## config.mk

```make
export PLATFORM = sky130hd
export DESIGN_NAME = hazard_scoreboard_flat
export DESIGN_NICKNAME = d
export VERILOG_FILES = /design/src/rtl/hazard_scoreboard_if.sv /design/src/rtl/hazard_scoreboard.sv /design/src/flat_wrapper.sv
export SDC_FILE = /design/constraint.sdc
export NUM_CORES = 1
export LEC_CHECK = 0
export CAP_MARGIN = 20
export CORE_ASPECT_RATIO = 1.75
export CORE_MARGIN = 4
export CORE_UTILIZATION = 50
export DETAILED_ROUTE_END_ITERATION = 7
export GPL_ROUTABILITY_DRIVEN = 0
export PLACE_DENSITY = 0.81
export SLEW_MARGIN = 10
export SYNTH_ARGS = -nofsm -noshare
export SYNTH_HDL_FRONTEND = slang
export SYNTH_SLANG_ARGS = --single-unit
export TNS_END_PERCENT = 5
```

## constraint.sdc

```tcl
create_clock -name clk -period 3.8 [get_ports clk]
set_clock_uncertainty 0.15 [all_clocks]
set_input_delay 0.76 -clock clk [delete_from_list [all_inputs] [get_ports clk]]
set_output_delay 0.76 -clock clk [all_outputs]
set_load 0.05 [all_outputs]
```

## src/rtl/hazard_scoreboard_if.sv

```systemverilog
// Decode/execute/writeback hazard signals and stall controls
// exchanged between the pipeline and the load-use scoreboard.
interface hazard_scoreboard_if #(
    parameter int REG_AW    = 4,
    parameter int MAX_STALL = 7
);
    localparam int NREG = 1 << REG_AW;
    localparam int SCW  =
        ($clog2(MAX_STALL + 1) > 1) ? $clog2(MAX_STALL + 1) : 1;

    logic              d_valid;
    logic [REG_AW-1:0] d_raddr1;
    logic [REG_AW-1:0] d_raddr2;
    logic              d_use1;
    logic              d_use2;
    logic              e_valid;
    logic              e_isLoad;
    logic [REG_AW-1:0] e_wreg;
    logic              wb_valid;
    logic [REG_AW-1:0] wb_wreg;
    logic              flush;
    logic              pc_stall;
    logic              ifid_stall;
    logic              idex_stall;
    logic              inst_stall;
    logic [NREG-1:0]   busy_vec;
    logic [SCW-1:0]    stall_count;
    logic              stall_err;

    modport master (
        output d_valid, d_raddr1, d_raddr2, d_use1, d_use2,
        output e_valid, e_isLoad, e_wreg,
        output wb_valid, wb_wreg, flush,
        input  pc_stall, ifid_stall, idex_stall, inst_stall,
        input  busy_vec, stall_count, stall_err
    );

    modport slave (
        input  d_valid, d_raddr1, d_raddr2, d_use1, d_use2,
        input  e_valid, e_isLoad, e_wreg,
        input  wb_valid, wb_wreg, flush,
        output pc_stall, ifid_stall, idex_stall, inst_stall,
        output busy_vec, stall_count, stall_err
    );
endinterface

```

## src/rtl/hazard_scoreboard.sv

```systemverilog
// Load-use hazard unit with a per-register busy scoreboard for
// multi-cycle loads, plus a consecutive-stall watchdog.
module hazard_scoreboard #(
    parameter int REG_AW    = 4,
    parameter int LOAD_LAT  = 2,
    parameter int MAX_STALL = 7
) (
    input logic                clk,
    input logic                rst_n,
    hazard_scoreboard_if.slave hs
);
    localparam int NREG = 1 << REG_AW;
    localparam int CW   =
        ($clog2(LOAD_LAT + 1) > 1) ? $clog2(LOAD_LAT + 1) : 1;
    localparam int SCW  =
        ($clog2(MAX_STALL + 1) > 1) ? $clog2(MAX_STALL + 1) : 1;
    localparam logic [CW-1:0]  SET_VAL = CW'(LOAD_LAT);
    localparam logic [SCW-1:0] SC_MAX  = SCW'(MAX_STALL);

    logic [CW-1:0]  cnt [NREG];
    logic [NREG-1:0] busy;
    logic            e_load;
    logic            hit1;
    logic            hit2;
    logic            stall;
    logic [SCW-1:0]  stall_count_q;
    logic            stall_err_q;

    always_comb begin
        e_load = hs.e_valid && hs.e_isLoad;
        hit1   = (hs.d_raddr1 != '0) &&
                 ((cnt[hs.d_raddr1] != '0) ||
                  (e_load && hs.e_wreg == hs.d_raddr1));
        hit2   = (hs.d_raddr2 != '0) &&
                 ((cnt[hs.d_raddr2] != '0) ||
                  (e_load && hs.e_wreg == hs.d_raddr2));
        stall  = hs.d_valid && !hs.flush &&
                 ((hs.d_use1 && hit1) || (hs.d_use2 && hit2));
    end

    always_comb begin
        busy = '0;
        for (int r = 0; r < NREG; r++) begin
            busy[r] = (cnt[r] != '0);
        end
    end

    assign hs.pc_stall    = stall;
    assign hs.ifid_stall  = stall;
    assign hs.idex_stall  = stall;
    assign hs.inst_stall  = stall;
    assign hs.busy_vec    = busy;
    assign hs.stall_count = stall_count_q;
    assign hs.stall_err   = stall_err_q;

    // Set beats clear beats decrement; flush only squashes the E set.
    always_ff @(posedge clk or negedge rst_n) begin
        if (!rst_n) begin
            for (int r = 0; r < NREG; r++) begin
                cnt[r] <= '0;
            end
        end else begin
            cnt[0] <= '0;
            for (int r = 1; r < NREG; r++) begin
                if (e_load && !hs.flush &&
                    hs.e_wreg == REG_AW'(r)) begin
                    cnt[r] <= SET_VAL;
                end else if (hs.wb_valid &&
                             hs.wb_wreg == REG_AW'(r)) begin
                    cnt[r] <= '0;
                end else if (cnt[r] != '0) begin
                    cnt[r] <= cnt[r] - CW'(1);
                end
            end
        end
    end

    always_ff @(posedge clk or negedge rst_n) begin
        if (!rst_n) begin
            stall_count_q <= '0;
            stall_err_q   <= 1'b0;
        end else begin
            if (!stall) begin
                stall_count_q <= '0;
            end else if (stall_count_q != SC_MAX) begin
                stall_count_q <= stall_count_q + SCW'(1);
            end
            if (stall && stall_count_q >= SC_MAX - SCW'(1)) begin
                stall_err_q <= 1'b1;
            end
        end
    end
endmodule

```

## src/flat_wrapper.sv

```systemverilog
// flat-port wrapper written by rule: the top's interface ports become plain ports
module hazard_scoreboard_flat 
#(
    parameter int REG_AW    = 4,
    parameter int LOAD_LAT  = 2,
    parameter int MAX_STALL = 7
)
  (clk, rst_n, hs_d_valid, hs_d_raddr1, hs_d_raddr2, hs_d_use1, hs_d_use2, hs_e_valid, hs_e_isLoad, hs_e_wreg, hs_wb_valid, hs_wb_wreg, hs_flush, hs_pc_stall, hs_ifid_stall, hs_idex_stall, hs_inst_stall, hs_busy_vec, hs_stall_count, hs_stall_err);
  hazard_scoreboard_if #(.REG_AW(REG_AW), .MAX_STALL(MAX_STALL)) hs_i ();
  input logic clk;
  input logic rst_n;
  input wire logic [$bits(hs_i.d_valid)-1:0] hs_d_valid;
  input wire logic [$bits(hs_i.d_raddr1)-1:0] hs_d_raddr1;
  input wire logic [$bits(hs_i.d_raddr2)-1:0] hs_d_raddr2;
  input wire logic [$bits(hs_i.d_use1)-1:0] hs_d_use1;
  input wire logic [$bits(hs_i.d_use2)-1:0] hs_d_use2;
  input wire logic [$bits(hs_i.e_valid)-1:0] hs_e_valid;
  input wire logic [$bits(hs_i.e_isLoad)-1:0] hs_e_isLoad;
  input wire logic [$bits(hs_i.e_wreg)-1:0] hs_e_wreg;
  input wire logic [$bits(hs_i.wb_valid)-1:0] hs_wb_valid;
  input wire logic [$bits(hs_i.wb_wreg)-1:0] hs_wb_wreg;
  input wire logic [$bits(hs_i.flush)-1:0] hs_flush;
  output wire logic [$bits(hs_i.pc_stall)-1:0] hs_pc_stall;
  output wire logic [$bits(hs_i.ifid_stall)-1:0] hs_ifid_stall;
  output wire logic [$bits(hs_i.idex_stall)-1:0] hs_idex_stall;
  output wire logic [$bits(hs_i.inst_stall)-1:0] hs_inst_stall;
  output wire logic [$bits(hs_i.busy_vec)-1:0] hs_busy_vec;
  output wire logic [$bits(hs_i.stall_count)-1:0] hs_stall_count;
  output wire logic [$bits(hs_i.stall_err)-1:0] hs_stall_err;
  assign hs_i.d_valid = hs_d_valid;
  assign hs_i.d_raddr1 = hs_d_raddr1;
  assign hs_i.d_raddr2 = hs_d_raddr2;
  assign hs_i.d_use1 = hs_d_use1;
  assign hs_i.d_use2 = hs_d_use2;
  assign hs_i.e_valid = hs_e_valid;
  assign hs_i.e_isLoad = hs_e_isLoad;
  assign hs_i.e_wreg = hs_e_wreg;
  assign hs_i.wb_valid = hs_wb_valid;
  assign hs_i.wb_wreg = hs_wb_wreg;
  assign hs_i.flush = hs_flush;
  assign hs_pc_stall = hs_i.pc_stall;
  assign hs_ifid_stall = hs_i.ifid_stall;
  assign hs_idex_stall = hs_i.idex_stall;
  assign hs_inst_stall = hs_i.inst_stall;
  assign hs_busy_vec = hs_i.busy_vec;
  assign hs_stall_count = hs_i.stall_count;
  assign hs_stall_err = hs_i.stall_err;
  hazard_scoreboard #(.REG_AW(REG_AW), .LOAD_LAT(LOAD_LAT), .MAX_STALL(MAX_STALL)) u_core (.clk(clk), .rst_n(rst_n), .hs(hs_i));
endmodule
```

==> results of run 1 <==
## metrics by stage
stage          power [µW]  setup WS [ns]  instance area (µm²)
2_1_floorplan        1840          0.628                 2520
3_3_place_gp         2220          0.148                 3090
3_5_place_dp         2290          0.123                 3090
4_1_cts              2630          0.114                 3200
5_1_grt              2830         0.0507                 3200
6_report             2620          0.218                 3200
## registers in the layout (all words and copies together) (netlist names)
register	cells
u_core.hs.stall_count	3
u_core.hs.stall_err	1
u_core.cnt	30
## report_power, final
part	internal [µW]	switching [µW]	total (µW)
combinational	617	951	1570
sequential	547	173	721
clock	193	134	327
total	1360	1260	2620
## layout make-up
| cell class | instances | share of cell area [%] |
|---|---|---|
| clock inverters | 3 | 1.25 |
| flip-flops and latches | 34 | 26.6 |
| repair buffers | 54 | 17.6 |
| well taps | 54 | 2.11 |
| multi-input cells | 226 | 44.7 |
| inverters | 48 | 5.63 |
| clock buffers | 5 | 2.15 |
## layer usage
layer | part of all wire (%) | track usage [%]
met5 | 0 | 0
met4 | 5.0 | 11.9
met3 | 6.3 | 2.65
met2 | 53 | 39.4
met1 | 36 | 23.8
## cells in the final DEF (no fill, tap or decap), types with 3 or more instances in the layout
cell / Yosys / routed
sky130_fd_sc_hd__clkbuf_8: 0 / 5
sky130_fd_sc_hd__a21oi_1: 25 / 25
sky130_fd_sc_hd__nand2b_1: 5 / 5
sky130_fd_sc_hd__buf_12: 0 / 4
sky130_fd_sc_hd__clkdlybuf4s50_1: 0 / 43
sky130_fd_sc_hd__nor3_1: 30 / 30
sky130_fd_sc_hd__a2111oi_0: 4 / 4
sky130_fd_sc_hd__ha_1: 18 / 18
sky130_fd_sc_hd__o22ai_1: 9 / 9
sky130_fd_sc_hd__buf_4: 5 / 7
sky130_fd_sc_hd__a31oi_1: 4 / 4
sky130_fd_sc_hd__dfrtp_1: 34 / 34
sky130_fd_sc_hd__inv_1: 48 / 48
sky130_fd_sc_hd__o21ai_1: 3 / 3
sky130_fd_sc_hd__nand3b_1: 4 / 4
sky130_fd_sc_hd__nor2_1: 52 / 52
sky130_fd_sc_hd__nand2_1: 8 / 7
sky130_fd_sc_hd__xor2_1: 18 / 18
sky130_fd_sc_hd__o21ai_0: 7 / 7
sky130_fd_sc_hd__xnor2_1: 6 / 6
sky130_fd_sc_hd__a211oi_1: 9 / 9
## repair_timing
action                                  CTS  global route
endpoints found under the setup margin    0             4
hold buffers                              0             0
gates resized for setup                   0             1
## worst paths after layout
| path | start | endpoint | slack, ns | cells after the start |
|---|---|---|---|---|
| worst min register to register | u_core.hs.stall_err | u_core.hs.stall_err | 0.32 | 1 |
| worst max-delay path | hs_d_raddr2[1] | hs_pc_stall | 0.22 | 8 |
| worst max register to register | u_core.cnt[12] | u_core.hs.stall_count[2] | 1.99 | 6 |
| max in group asynchronous | rst_n | u_core.cnt[7] | 2.46 | 2 |
| min in group asynchronous | rst_n | u_core.cnt[13] | 0.72 | 2 |
| worst min-delay path | u_core.hs.stall_err | u_core.hs.stall_err | 0.32 | 1 |
## cells by family (layout without fill, tap and decap cells)
group | after synthesis | count (layout) | share of synthesized area [%]
AOI/OAI and AO/OA | 73 | 73 | 18.8
xor gates and xnor gates | 24 | 24 | 8.33
adders and majority gates | 18 | 18 | 8.92
buffers and inverters | 60 | 110 | 9.81
DFF | 34 | 34 | 33.7
muxes | 1 | 1 | 0.396
other | 1 | 1 | 0.149
and+or+nand+nor | 109 | 109 | 19.9
==> run metrics, run 1 <==
die area 0.00630 mm²; setup TNS 0 ns; share of synthesized area occupied by flip-flops and latches 33.7%; required time reported for the critical path endpoint 2.89 ns; Layout Utilization 64.8%; Syn. warnings 0; share of final-layout standard cells stronger than drive strength 1 7.30%; buffers inserted during post-CTS setup optimization 0; final cycle utilization of the critical path about 94%; sum of buffers and inverters on the critical path 2; kind of end point of the critical path output pin; maximum capacitance violations 0; shortest period the worst path allows 3.58 ns; Initial Utilization 51.2%; synthesized netlist net count 363; quantity of I/O buffers inserted on ports 47; most area-consuming cells after synthesis sky130_fd_sc_hd__dfrtp_1, sky130_fd_sc_hd__ha_1, sky130_fd_sc_hd__nor2_1; synthesized area per cell 7.89 µm²; core area 0.00493 mm²; global-route wire length before repair approximately 10000 µm; max-slew violations 0; mapped cell area 0.00252 mm²; Tot GR Track Use approximately 22%; layout net count 412; Post-route DRC 0; gr ovfl total 0; outcome completed; area taken by flip-flops and latches 851 µm²; cell taking the most area after synthesis sky130_fd_sc_hd__dfrtp_1; CTS tree built; number of nets with antenna violations after detailed routing 0; clock latency at the later pin of the worst-skew pair roughly 0.29 ns; Synth Flop Type sky130_fd_sc_hd__dfrtp_1; detail-routed net length per standard cell 15.0 µm; top cells by count, synth sky130_fd_sc_hd__nor2_1, sky130_fd_sc_hd__inv_1, sky130_fd_sc_hd__dfrtp_1, sky130_fd_sc_hd__nor3_1, sky130_fd_sc_hd__a21oi_1; via count of the first global-routing pass between 2000 and 2500; drt total wl approximately 6400 µm; Max VDD drop approximately 580 µV; worst endpoint data arrival time 2.67 ns; Final Setup Violations 0; HPWL reported at the end of detailed placement 5140 µm; First DRT Iteration DRCs 115; EDFF count, synth 0; combined area of the multi-input logic cells roughly 0.0014 mm²; power per cell area about 820 mW/mm²; height of the chip 102 µm; relative area change from synthesis to final layout 26.7%; maximum buffer depth of the clock tree 2; number of filler instances in the final layout 425; critical path fanouts, max 13; async set or reset register ratio after synthesis 100%; cell row count 34; Gate Count Post-Synth 320; count of distinct cell types in the synthesized netlist 35; top-level port count 49; worst hold margin approximately 0.32 ns; floorplan die width 61.7 µm; unrepaired setup endpoints after global routing no; fin cells 424; slowest CP cell sky130_fd_sc_hd__clkdlybuf4s50_1; Max-Slew Margin vs Limit 66.6%; cell with the most instances after synthesis sky130_fd_sc_hd__nor2_1; routed vias 2448; cell family with the largest share of critical-path delay buffers and inverters; Cell Count Post-Placement roughly 420; Worst-path clk slew 0.06 ns; cells along the critical path clkdlybuf4s50_1 > nor3_1 > a21oi_1 > a211oi_1 > o31ai_2 > o21ai_2 > nand2_2 > buf_12; actual slew at the worst max-slew pin 0.500 ns; type of the setup path with the least slack primary input to output pin; number of vias per cell after detailed routing 5.77; clock net sink count 34; worst min-delay path category register to register; clock buffers created by TritonCTS 5; number of iterations in the first detailed-routing pass 5; Peak Freq 0.279 GHz; level count of the clock H-tree 2; kind of launch point of the worst setup path primary input; number of antenna violations at the first check in global routing 0; portion of synthesized cell area occupied by the leading cell type 33.7%; maximum number of pins on one net before global-route repair 35; Ant. Diodes 0; Final Hold Vio Count 0; total leakage power between 0.001 and 0.0015 µW; Critical Path Max Stage Delay 0.62 ns; root buffer selected by CTS sky130_fd_sc_hd__clkbuf_8; number of synthesized register bits 34
(Power assumes the default switching activity.)
==> inputs of run 2 (changes only) <==
- PLACE_DENSITY: 0.81 -> 0.77
==> run metrics, run 2 (synthesis results as in run 1) <==
outcome completed; worst min-delay path startpoint u_core.hs.stall_err; number of nets with antenna violations after detailed routing 0; number of buffers inserted for hold repair after clock tree synthesis 0; setup TNS 0 ns; top-level port count 49; clock latency at the later pin of the worst-skew pair 0.29 ns; HPWL reported at the end of detailed placement approximately 5100 µm; cell family with the largest share of critical-path delay buffers and inverters; maximum capacitance violations 0; CTS tree built; worst hold margin 0.318 ns; core area ~0.0049 mm²; shortest period the worst path allows 3.55 ns; required time reported for the critical path endpoint between 2 and 3 ns; Post-route DRC 0; unrepaired setup endpoints after global routing no; First DRT Iteration DRCs 115; global-route wire length before repair 10000 µm; PostCTS Resize Cnt 0; worst min-delay path category register to register; reg2reg setup slack 1.96 ns; clock net sink count 34; actual slew at the worst max-slew pin 0.508 ns; detail-routed net length per standard cell 14.9 µm; Tot GR Track Use 21.5%; Cell Count Post-Placement 415; post-route worst setup slack 0.254 ns; register ranked first by flip-flop count u_core.cnt; gr ovfl total 0; commonest cells after routing, fill and taps aside sky130_fd_sc_hd__nor2_1, sky130_fd_sc_hd__inv_1, sky130_fd_sc_hd__clkdlybuf4s50_1; Max VDD drop roughly 650 µV; share of final-layout standard cells stronger than drive strength 1 7.05%; Peak Freq 0.282 GHz; worst setup timing slack at the placement stage between 0.03 and 0.04 ns; Final Setup Violations 0; Final Hold Vio Count 0; kind of end point of the critical path output pin; max-slew violations 0; level count of the clock H-tree 2; Max-Slew Margin vs Limit 66.0%; relative area change from synthesis to final layout 26.1%; drt total wl 6320 µm; number of vias per cell after detailed routing ~5.7; worst r2r path cells 6; worst endpoint data arrival time between 2 and 3 ns; routed vias 2403; number of antenna violations at the first check in global routing 0; number of flip-flops in the largest register 30; maximum number of pins on one net before global-route repair 35; power per cell area roughly 800 mW/mm²; Critical Path Max Stage Delay 0.54 ns; root buffer selected by CTS sky130_fd_sc_hd__clkbuf_8; height of the chip 102 µm; via count of the first global-routing pass approximately 2300; reg2reg end u_core.hs.stall_err; cells along the critical path clkdlybuf4s50_1 > buf_4 > a211oi_1 > a211oi_2 > o31ai_2 > o21ai_2 > nand2_2 > buf_12; number of iterations in the first detailed-routing pass 4; type of the setup path with the least slack primary input to output pin; final cycle utilization of the critical path 93.3%; worst r2r src u_core.cnt[12]; Hold Path Cell Cnt 1; quantity of I/O buffers inserted on ports 47; kind of launch point of the worst setup path primary input; total leakage power 0.00145 µW; buffers inserted during post-CTS setup optimization 0; cell row count 34; Worst-path clk slew 0.06 ns; sum of buffers and inverters on the critical path 3; clock buffers created by TritonCTS 5; fin cells 423; critical path fanouts, max 9; layout net count 411; die area 0.00630 mm²; slowest CP cell sky130_fd_sc_hd__clkdlybuf4s50_1; Initial Utilization just over 50%; maximum buffer depth of the clock tree 2; most common library cell in the layout ignoring fill and taps sky130_fd_sc_hd__nor2_1; endpoint of the worst hold-timing path u_core.hs.stall_err; floorplan die width 61.7 µm; Ant. Diodes 0
run 2: changes by cell type in the layout (fill, tap and decap cells not counted), sizes merged:
cell,delta
buf,-1
clkinv,-1
bufinv,-1
dlymetal6s2s,+2
clkbuf,+2
clkdlybuf4s50,-2
run 2: layout make-up:
type	instances	area (µm²)
inverters	48	180
multi-input cells	226	1430
repair buffers	53	561
flip-flops and latches	34	851
clock buffers	7	86.3
fillers	442	1750
well taps	54	67.6
clock inverters	1	5.00
run 2: worst max-delay path by stage:
stage / to / slack [ns] / from / cells after the start
2_1_floorplan: hs_ifid_stall / 0.63 / hs_d_raddr2[1] / 7
3_3_place_gp: hs_inst_stall / 0.07 / hs_d_raddr1[1] / 8
3_5_place_dp: hs_ifid_stall / 0.04 / hs_d_raddr2[1] / 8
4_1_cts: hs_ifid_stall / 0.03 / hs_d_raddr2[1] / 8
5_1_grt: hs_inst_stall / 0.06 / hs_d_raddr2[0] / 8
6_report: hs_ifid_stall / 0.25 / hs_d_raddr2[0] / 8
run 2: per-stage QoR:
stage	utilization (%)	total power, µW	area (µm²)
global placement	62.4	2230	3080
floorplan	-	1840	2520
detailed placement	62.4	2280	3080
global route	64.5	2790	3180
finish	64.5	2560	3180
CTS	64.3	2570	3170
run 2: where the power goes:
group / total (µW) / switching (µW) / internal [µW] / leakage [µW]
Combinational: 1560 / 948 / 615 / 0.000985
Clock: 280 / 134 / 146 / 0.0000482
Sequential: 713 / 166 / 547 / 0.000412
Total: 2560 / 1250 / 1310 / 0.00145
run 2: worst register-to-register path: cells and delay by family (launching register included):
family           cells  cell delay [ns]
flip-flops           1             0.40
AO/OA/AOI/OAI        4             0.78
AND/OR/NAND/NOR      2             0.38
run 2: layer usage:
| metal | GRT usage (%) | wire (µm) | up-vias |
|---|---|---|---|
| met5 | 0 | 0 | - |
| met4 | 10.9 | 244 | 0 |
| met3 | 3.92 | 316 | 22 |
| met2 | 36.6 | 3350 | 77 |
| met1 | 24.7 | 2410 | 1124 |
| li1 | - | - | 1180 |
==> inputs of run 3 (changes only) <==
- CORE_UTILIZATION: 50 -> 52
- PLACE_DENSITY: 0.77 -> 0.8
- clock period: 3.8 -> 3.78 ns (I/O delays scaled with it)
==> run metrics, run 3 (synthesis results as in run 1) <==
worst min-delay path category register to register; most common library cell in the layout ignoring fill and taps sky130_fd_sc_hd__nor2_1; maximum capacitance violations 0; maximum number of pins on one net before global-route repair 35; power per cell area 815 mW/mm²; CTS tree built; final cycle utilization of the critical path 94.6%; maximum buffer depth of the clock tree 2; combined area of the multi-input logic cells 0.00143 mm²; worst endpoint data arrival time 2.67 ns; actual slew at the worst max-slew pin 0.510 ns; root buffer selected by CTS sky130_fd_sc_hd__clkbuf_8; kind of launch point of the worst setup path primary input; layout net count between 400 and 500; Peak Freq 0.280 GHz; outcome completed; type of the setup path with the least slack primary input to output pin; Max VDD drop 581 µV; fin cells between 400 and 500; level count of the clock H-tree 2; number of antenna violations at the first check in global routing 0; total leakage power 0.00144 µW; shortest period the worst path allows 3.58 ns; Cell Count Post-Placement between 400 and 500; Max-Slew Margin vs Limit 65.9%; top-level port count 49; setup TNS 0 ns; routed vias around 2400; kind of end point of the critical path output pin; max-slew violations 0; clock net sink count 34; Tot GR Track Use 23.2%; core area 0.00471 mm²; Ant. Diodes 0; worst hold margin 0.346 ns; floorplan die width approximately 61 µm; global-route wire length before repair roughly 11000 µm; detail-routed net length per standard cell about 15 µm; number of nets with antenna violations after detailed routing 0; unrepaired setup endpoints after global routing no; number of iterations in the first detailed-routing pass 4; HPWL reported at the end of detailed placement 5030 µm; First DRT Iteration DRCs 77; number of flip-flops in the largest register 30; clock buffers created by TritonCTS 5; required time reported for the critical path endpoint 2.87 ns; clock latency at the later pin of the worst-skew pair 0.28 ns; power consumption between 2000 and 3000 µW; quantity of I/O buffers inserted on ports 47; Worst-path clk slew about 0.060 ns; share of final-layout standard cells stronger than drive strength 1 6.76%; relative area change from synthesis to final layout 26.6%; number of vias per cell after detailed routing 5.67; Initial Utilization 53.6%; area taken by flip-flops and latches 851 µm²; via count of the first global-routing pass around 2500; die area a little over 0.006 mm²; register ranked first by flip-flop count u_core.cnt; drt total wl 6200 µm; Final Setup Violations 0; height of the chip 100 µm; number of buffers inserted for hold repair after clock tree synthesis 0; number of filler instances in the final layout 397; Post-route DRC 0; cell row count 33; commonest cells after routing, fill and taps aside sky130_fd_sc_hd__nor2_1, sky130_fd_sc_hd__inv_1, sky130_fd_sc_hd__clkdlybuf4s50_1; gr ovfl total 0; Final Hold Vio Count 0; critical path fanouts, max 13
run 3: layer usage:
| layer | track usage (%) | routed length, µm | share of wire, % |
|---|---|---|---|
| met1 | 25.3 | 2320 | 37 |
| met4 | 13.7 | 247 | 4.0 |
| met5 | 0 | 0 | 0 |
| met3 | 4.89 | 295 | 4.8 |
| met2 | 39.5 | 3340 | 54 |
run 3: metrics by stage:
| step | cell area, µm² | worst slack, ns | util (%) |
|---|---|---|---|
| global placement | 3090 | 0.0763 | 65.6 |
| detailed placement | 3090 | 0.0452 | 65.6 |
| CTS | 3190 | 0.0500 | 67.8 |
| floorplan | 2520 | 0.616 | - |
| global route | 3200 | 0.0163 | 67.9 |
| finish | 3200 | 0.203 | 67.9 |
run 3: final cells by class:
cell class / count / area share (%)
Clock buffer: 7 / 2.39
Clock inverter: 1 / 0.939
Inverter: 48 / 5.64
Multi-Input combinational cell: 226 / 44.7
Sequential cell: 34 / 26.6
Tap cell: 52 / 2.04
Timing Repair Buffer: 54 / 17.7
run 3: worst paths after layout:
check,from,endpoint,slack [ns],depth (start not counted)
setup / recovery,hs_d_raddr2[1],hs_idex_stall,0.20,8
hold reg to reg,u_core.hs.stall_err,u_core.hs.stall_err,0.35,1
setup reg to reg,u_core.cnt[18],u_core.hs.stall_count[0],1.98,6
hold / removal,u_core.hs.stall_err,u_core.hs.stall_err,0.35,1
min in group asynchronous,rst_n,u_core.cnt[3],0.73,2
max in group asynchronous,rst_n,u_core.hs.stall_count[2],2.43,2
run 3: power breakdown:
group | switching (µW) | total [µW] | internal, µW
Sequential | 171 | 721 | 550
Clock | 127 | 324 | 197
Combinational | 942 | 1560 | 618
Total | 1240 | 2600 | 1360
run 3: repair_timing:
action,4_1_cts,5_1_grt
setup endpoints to repair,0,4
setup buffers,0,0
gates resized for setup,0,2
run 3: critical path, stage by stage:
cell and delay (ns):
sky130_fd_sc_hd__clkdlybuf4s50_1 0.62, sky130_fd_sc_hd__nor3_1 0.23, sky130_fd_sc_hd__a21oi_1 0.06, sky130_fd_sc_hd__a211oi_1 0.29
sky130_fd_sc_hd__o31ai_2 0.11, sky130_fd_sc_hd__o21ai_2 0.21, sky130_fd_sc_hd__nand2_2 0.19, sky130_fd_sc_hd__buf_12 0.19
